$ cat src/rtl/arm_multicycle_ctrl.sv
// Multicycle ARM control unit: instruction sequencing FSM, ALU decode, NZCV flags, condition check.
// Optional ARM_MC_MEMREADY_EN: FETCH/MEMREAD/MEMWRITE wait for MemReady.
module arm_multicycle_ctrl (
    input  logic         clk,
    input  logic         reset,
    input  logic [31:12] Instr,
    input  logic [3:0]   ALUFlags,
    input  logic         MemReady,
    output logic         PCWrite,
    output logic         IRWrite,
    output logic         RegWrite,
    output logic         MemWrite,
    output logic         AdrSrc,
    output logic         ALUSrcA,
    output logic [1:0]   ALUSrcB,
    output logic [1:0]   ResultSrc,
    output logic [1:0]   RegSrc,
    output logic [1:0]   ImmSrc,
    output logic [1:0]   ALUControl,
    output logic         Carry,
    output logic [3:0]   State
);

    typedef enum logic [3:0] {
        FETCH    = 4'd0,
        DECODE   = 4'd1,
        MEMADR   = 4'd2,
        MEMREAD  = 4'd3,
        MEMWB    = 4'd4,
        MEMWRITE = 4'd5,
        EXECUTER = 4'd6,
        EXECUTEI = 4'd7,
        ALUWB    = 4'd8,
        BRANCH   = 4'd9
    } state_e;

    state_e     state_q, state_d;
    logic [3:0] flags_q, flags_d;
    logic       condex_q, condex_d;

    logic [3:0] cond;
    logic [1:0] op;
    logic [5:0] funct;
    logic [3:0] cmd;
    logic [3:0] rd;
    logic       mem_rdy;
    logic       unused_bits;

    assign cond  = Instr[31:28];
    assign op    = Instr[27:26];
    assign funct = Instr[25:20];
    assign cmd   = funct[4:1];
    assign rd    = Instr[15:12];
    assign unused_bits = ^{Instr[19:16], MemReady};

`ifdef ARM_MC_MEMREADY_EN
    assign mem_rdy = MemReady;
`else
    assign mem_rdy = 1'b1;
`endif

    logic n_f, z_f, c_f, v_f, cond_pass;
    assign {n_f, z_f, c_f, v_f} = flags_q;

    always_comb begin
        cond_pass = 1'b0;
        case (cond)
            4'b0000: cond_pass = z_f;
            4'b0001: cond_pass = ~z_f;
            4'b0010: cond_pass = c_f;
            4'b0011: cond_pass = ~c_f;
            4'b0100: cond_pass = n_f;
            4'b0101: cond_pass = ~n_f;
            4'b0110: cond_pass = v_f;
            4'b0111: cond_pass = ~v_f;
            4'b1000: cond_pass = c_f & ~z_f;
            4'b1001: cond_pass = ~(c_f & ~z_f);
            4'b1010: cond_pass = (n_f == v_f);
            4'b1011: cond_pass = (n_f != v_f);
            4'b1100: cond_pass = ~z_f & (n_f == v_f);
            4'b1101: cond_pass = ~(~z_f & (n_f == v_f));
            4'b1110: cond_pass = 1'b1;
            default: cond_pass = 1'b0;
        endcase
    end

    logic [1:0] alu_ctl;
    logic       dp_wr, dp_arith;
    logic [1:0] flag_w;

    // Unrecognised commands fall back to ADD and never write the register file.
    always_comb begin
        alu_ctl  = 2'b00;
        dp_wr    = 1'b0;
        dp_arith = 1'b0;
        case (cmd)
            4'b0100: begin alu_ctl = 2'b00; dp_wr = 1'b1; dp_arith = 1'b1; end
            4'b0010: begin alu_ctl = 2'b01; dp_wr = 1'b1; dp_arith = 1'b1; end
            4'b0000: begin alu_ctl = 2'b10; dp_wr = 1'b1; end
            4'b1100: begin alu_ctl = 2'b11; dp_wr = 1'b1; end
            4'b1010: begin alu_ctl = 2'b01; dp_arith = 1'b1; end
            default: ;
        endcase
    end

    assign flag_w = {funct[0], funct[0] & dp_arith};

    logic regw, memw, branch, fetch_pc, ir_w;

    always_comb begin
        state_d    = state_q;
        regw       = 1'b0;
        memw       = 1'b0;
        branch     = 1'b0;
        fetch_pc   = 1'b0;
        ir_w       = 1'b0;
        AdrSrc     = 1'b0;
        ALUSrcA    = 1'b0;
        ALUSrcB    = 2'b00;
        ResultSrc  = 2'b00;
        ALUControl = 2'b00;
        case (state_q)
            FETCH: begin
                ALUSrcA   = 1'b1;
                ALUSrcB   = 2'b10;
                ResultSrc = 2'b10;
                ir_w      = mem_rdy;
                fetch_pc  = mem_rdy;
                if (mem_rdy) state_d = DECODE;
            end
            DECODE: begin
                ALUSrcA   = 1'b1;
                ALUSrcB   = 2'b10;
                ResultSrc = 2'b10;
                case (op)
                    2'b01:   state_d = MEMADR;
                    2'b00:   state_d = funct[5] ? EXECUTEI : EXECUTER;
                    2'b10:   state_d = BRANCH;
                    default: state_d = FETCH;
                endcase
            end
            MEMADR: begin
                ALUSrcB = 2'b01;
                state_d = funct[0] ? MEMREAD : MEMWRITE;
            end
            MEMREAD: begin
                AdrSrc = 1'b1;
                if (mem_rdy) state_d = MEMWB;
            end
            MEMWB: begin
                ResultSrc = 2'b01;
                regw      = 1'b1;
                state_d   = FETCH;
            end
            MEMWRITE: begin
                AdrSrc = 1'b1;
                memw   = 1'b1;
                if (mem_rdy) state_d = FETCH;
            end
            EXECUTER: begin
                ALUControl = alu_ctl;
                state_d    = ALUWB;
            end
            EXECUTEI: begin
                ALUSrcB    = 2'b01;
                ALUControl = alu_ctl;
                state_d    = ALUWB;
            end
            ALUWB: begin
                regw    = dp_wr;
                state_d = FETCH;
            end
            BRANCH: begin
                ALUSrcB   = 2'b01;
                ResultSrc = 2'b10;
                branch    = 1'b1;
                state_d   = FETCH;
            end
            default: state_d = FETCH;
        endcase
    end

    // CondEx is latched leaving DECODE so flag updates in EXECUTE cannot alter the running instruction.
    always_comb begin
        condex_d = (state_q == DECODE) ? cond_pass : condex_q;
        flags_d  = flags_q;
        if (((state_q == EXECUTER) || (state_q == EXECUTEI)) && condex_q) begin
            if (flag_w[1]) flags_d[3:2] = ALUFlags[3:2];
            if (flag_w[0]) flags_d[1:0] = ALUFlags[1:0];
        end
    end

    always_ff @(posedge clk) begin
        if (!reset) begin
            state_q  <= FETCH;
            flags_q  <= '0;
            condex_q <= 1'b0;
        end else begin
            state_q  <= state_d;
            flags_q  <= flags_d;
            condex_q <= condex_d;
        end
    end

    assign IRWrite  = reset & ir_w;
    assign RegWrite = reset & regw & condex_q;
    assign MemWrite = reset & memw & condex_q;
    assign PCWrite  = reset & (fetch_pc | (branch & condex_q) | (regw & condex_q & (rd == 4'd15)));

    assign ImmSrc = op;
    assign RegSrc = {op == 2'b01, op == 2'b10};
    assign Carry  = flags_q[1];
    assign State  = state_q;

endmodule

$ cat config.mk
export PLATFORM = sky130hd
export DESIGN_NAME = arm_multicycle_ctrl
export DESIGN_NICKNAME = d
export VERILOG_FILES = /design/src/rtl/arm_multicycle_ctrl.sv
export SDC_FILE = /design/constraint.sdc
export NUM_CORES = 1
export LEC_CHECK = 0
export BUFFER_PORTS_ARGS = -buffer_cell sky130_fd_sc_hd__clkbuf_2
export CORE_MARGIN = 2
export CORE_UTILIZATION = 40
export DETAILED_ROUTE_END_ITERATION = 8
export PLACE_DENSITY = 0.8
export SLEW_MARGIN = 10
export SYNTH_ARGS = -nofsm -noshare
export SYNTH_HDL_FRONTEND = slang
export SYNTH_SLANG_ARGS = --single-unit
$ cat constraint.sdc
create_clock -name clk -period 1.4 [get_ports clk]
set_clock_uncertainty 0.05 [all_clocks]
set_input_delay 0.42 -clock clk [delete_from_list [all_inputs] [get_ports clk]]
set_output_delay 0.42 -clock clk [all_outputs]
set_load 0.02 [all_outputs]
==> impl_results.md <==
* Status: finished, violations left
* Failing checks: negative setup slack
* Cells after synthesis at 114
* Die ar. at 0.00261 mm2
* Static Leak at 0.802 nW
* Final wirelength at 3640 um
* Worst Path Required at 930 ps
* CTS sink cnt at 9
* Crit-path cells: buf_4, buf_8, xnor2_1, nor3_4, clkbuf_8
* Detail Route Antenna Nets at 0
* # IOs at 48
* Longest Clk Path Bufs at 2
* Relative slew margins at 78.7%
* Critical Path AT at roughly 1400 ps
* Yosys cell types at 38
* Die H at 51.1 um
* CTS Buf Count at 3
* Clk pin slew, worst setup/hold paths at approximately 70 ps
* GRT Util Overall at 24.0%
* Cell Pwr Density at just under 600 mW/mm2
* Top Family by Delay on Critical Path: buffers and inverters
* Non-filler cells, final at between 200 and 250
* FP Rows at 17
* Hold_buf cts at 0
* Maximum VDD drop at 0.511 mV
* FILL cells at 123
* RSZ-0062 raised after global routing: true
* Slew of the pin with the lowest slew margin at 317 ps
* DRT Pass-1 Iters at 4
* Remaining global-route overflow at 0
* Gp weighted congestion at 0.760
* Max-cap viol count at 0
* EDFF count, synth at 0
* Max Slew Vio Count at 0
* CP Class: reg -> out
* Mapped Area at around 890 um2
* Pin count of the biggest net entering global routing at 13
* Worst-Skew Late Latency at 280 ps
* Seq/Total Area, Yosys at 20.3%
* Yosys warns at 0
* Tmin final at 1910 ps
* F_max at between 0.5 and 0.6 GHz
* Largest stage delay, worst path at 360 ps
* Ant. Diodes at 0
* DR vias/cell at between 5 and 6
* Via count at 1,240
* Initial antenna violation count at 0
* Core Region at 0.00215 mm2
* CP Capture Type: primary output
* Initial Util at 41.3%
* TritonCTS clock tree: done
* CP Buf/Inv Count at 3
* Share of post-route cells with drive strength above 1 at 62.7%
* WL per Instance at roughly 16 um
* Global-route wire length before repair at 4810 um
* Pre-CTS setup slack at -459 ps
* Synth Net Count at 141
* Seq. cell area at 200 um2
* Synth area leader: dfxtp_1
* Cell Count Post-Placement at 208
* Die width at 51.1 um
* Dpl hpwl at 2120 um
* Initial DRC Count at 24
* Critical path launch point type: register
* Root Buffer: clkbuf_4
* Count of final hold-check violations at 0
* Ranking of synthesized cells by area: dfxtp_1 (20%), nor2b_1 (6.3%), mux2i_1 (5.6%)
* Final net count at 221
* Max FO, Critical Path at 5
* Synthesis-stage register bit count at 9
* HP Class: in -> reg
* Fin crit share at 136%
* Setup TNS at -5750 ps
* H-tree depth at 1
* Area of the multi-input gates at 792 um2
* Total power at between 1 and 1.5 mW
* Synth top area share at 20.3%
* Mean post-synth cell area at 7.78 um2
* Residual DRC count at 0
* Setup ws final at -506 ps
* Final setup violating endpoints at 19
* Post-synth top cells: dfxtp_1 (9), nor2_1 (9), nor2b_1 (9)
* Layout area overhead at 98.6%
* Asr flop ratio synth at 0%
* CP max-delay cell: dfxtp_4
* Hold_ws at 370 ps
* Synth Flop Type: dfxtp_1
* PortBufs at 42
* Vias in the first global route at 1,162
==> worst min-delay path: stages <==
cell	delay, ps
clkbuf_2	80
mux2i_1	60
nor2b_1	110
==> layout by cell type, fill, tap and decap left out, types with 2 or more instances in the layout <==
| cell type | synthesis | routed |
|---|---|---|
| nor3_2 | 0 | 3 |
| a21oi_1 | 6 | 6 |
| nor3_1 | 8 | 2 |
| nand2b_1 | 5 | 3 |
| buf_4 | 3 | 37 |
| buf_6 | 3 | 10 |
| clkbuf_4 | 0 | 3 |
| nor2b_1 | 9 | 8 |
| nor4_4 | 0 | 3 |
| xor2_1 | 2 | 2 |
| buf_8 | 0 | 3 |
| mux2i_1 | 5 | 5 |
| xnor2_1 | 3 | 3 |
| nand2b_4 | 0 | 2 |
| inv_1 | 4 | 4 |
| clkbuf_8 | 0 | 6 |
| nor3_4 | 1 | 4 |
| a31oi_1 | 4 | 3 |
| and4_1 | 2 | 2 |
| dfxtp_4 | 0 | 4 |
| nand2_1 | 7 | 5 |
| nand3_1 | 3 | 3 |
| nor3b_1 | 3 | 3 |
| dfxtp_2 | 0 | 4 |
| clkbuf_2 | 0 | 26 |
| nor2_1 | 9 | 7 |
| o21ai_0 | 5 | 4 |
==> logic make-up after synthesis <==
group	synth area share, %
simple gates	36.4
compound gates	23.3
buf+inv	9.45
flops	20.3
xor+xnor	4.94
mux	5.64
==> power by group <==
group          internal [mW]  total (mW)  switching [mW]  leakage, nW
sequential             0.266       0.292          0.0264       0.0781
clock                  0.110       0.217           0.107       0.0150
combinational          0.259       0.514           0.255        0.709
==> registers in the layout, indices dropped and copies added (netlist names) <==
signal / flops
State: 4
flags_q: 4
condex_q: 1
==> worst paths after layout <==
check / from / end / slack, ps / depth (start not counted)
worst max register to register: State[3]$_SDFF_PN0_ / flags_q[1]$_SDFFE_PN0P_ / -160 / 7
worst max-delay path: State[2]$_SDFF_PN0_ / AdrSrc / -510 / 5
worst min-delay path: ALUFlags[0] / flags_q[0]$_SDFFE_PN0P_ / 370 / 3
worst min register to register: flags_q[1]$_SDFFE_PN0P_ / flags_q[1]$_SDFFE_PN0P_ / 550 / 2
==> layer usage <==
layer	up-vias	global-route usage (%)	wire (um)	part of all wire [%]
met5	-	0	0	0
met4	0	14.0	155	4.3
met3	22	2.34	213	5.8
met2	67	47.6	1920	53
met1	578	23.4	1350	37
li1	573	-	-	-
==> per-stage QoR <==
| stage | area (um2) | utilization, % |
|---|---|---|
| after floorplan | 1000 | - |
| after global placement | 1430 | 66.5 |
| after detailed placement | 1430 | 66.5 |
| after CTS | 1590 | 73.8 |
| after global routing | 1760 | 82.0 |
| final | 1760 | 82.0 |
==> cell type report <==
type                       count  share of cell area (%)
multi-input combinational     92                    45.0
timing repair buffer          84                    39.3
sequential                     9                    11.4
tap                           28                    1.99
clock buffer                   4                    1.49
inverter                       4                   0.852
==> timing repair <==
item                       CTS  global route
cloned                       0             1
setup buffers                2             6
setup endpoints to repair   18            23
pin swaps                    3             9
resized for setup           29            39
No activity file was read; power rests on OpenSTA's default activity.
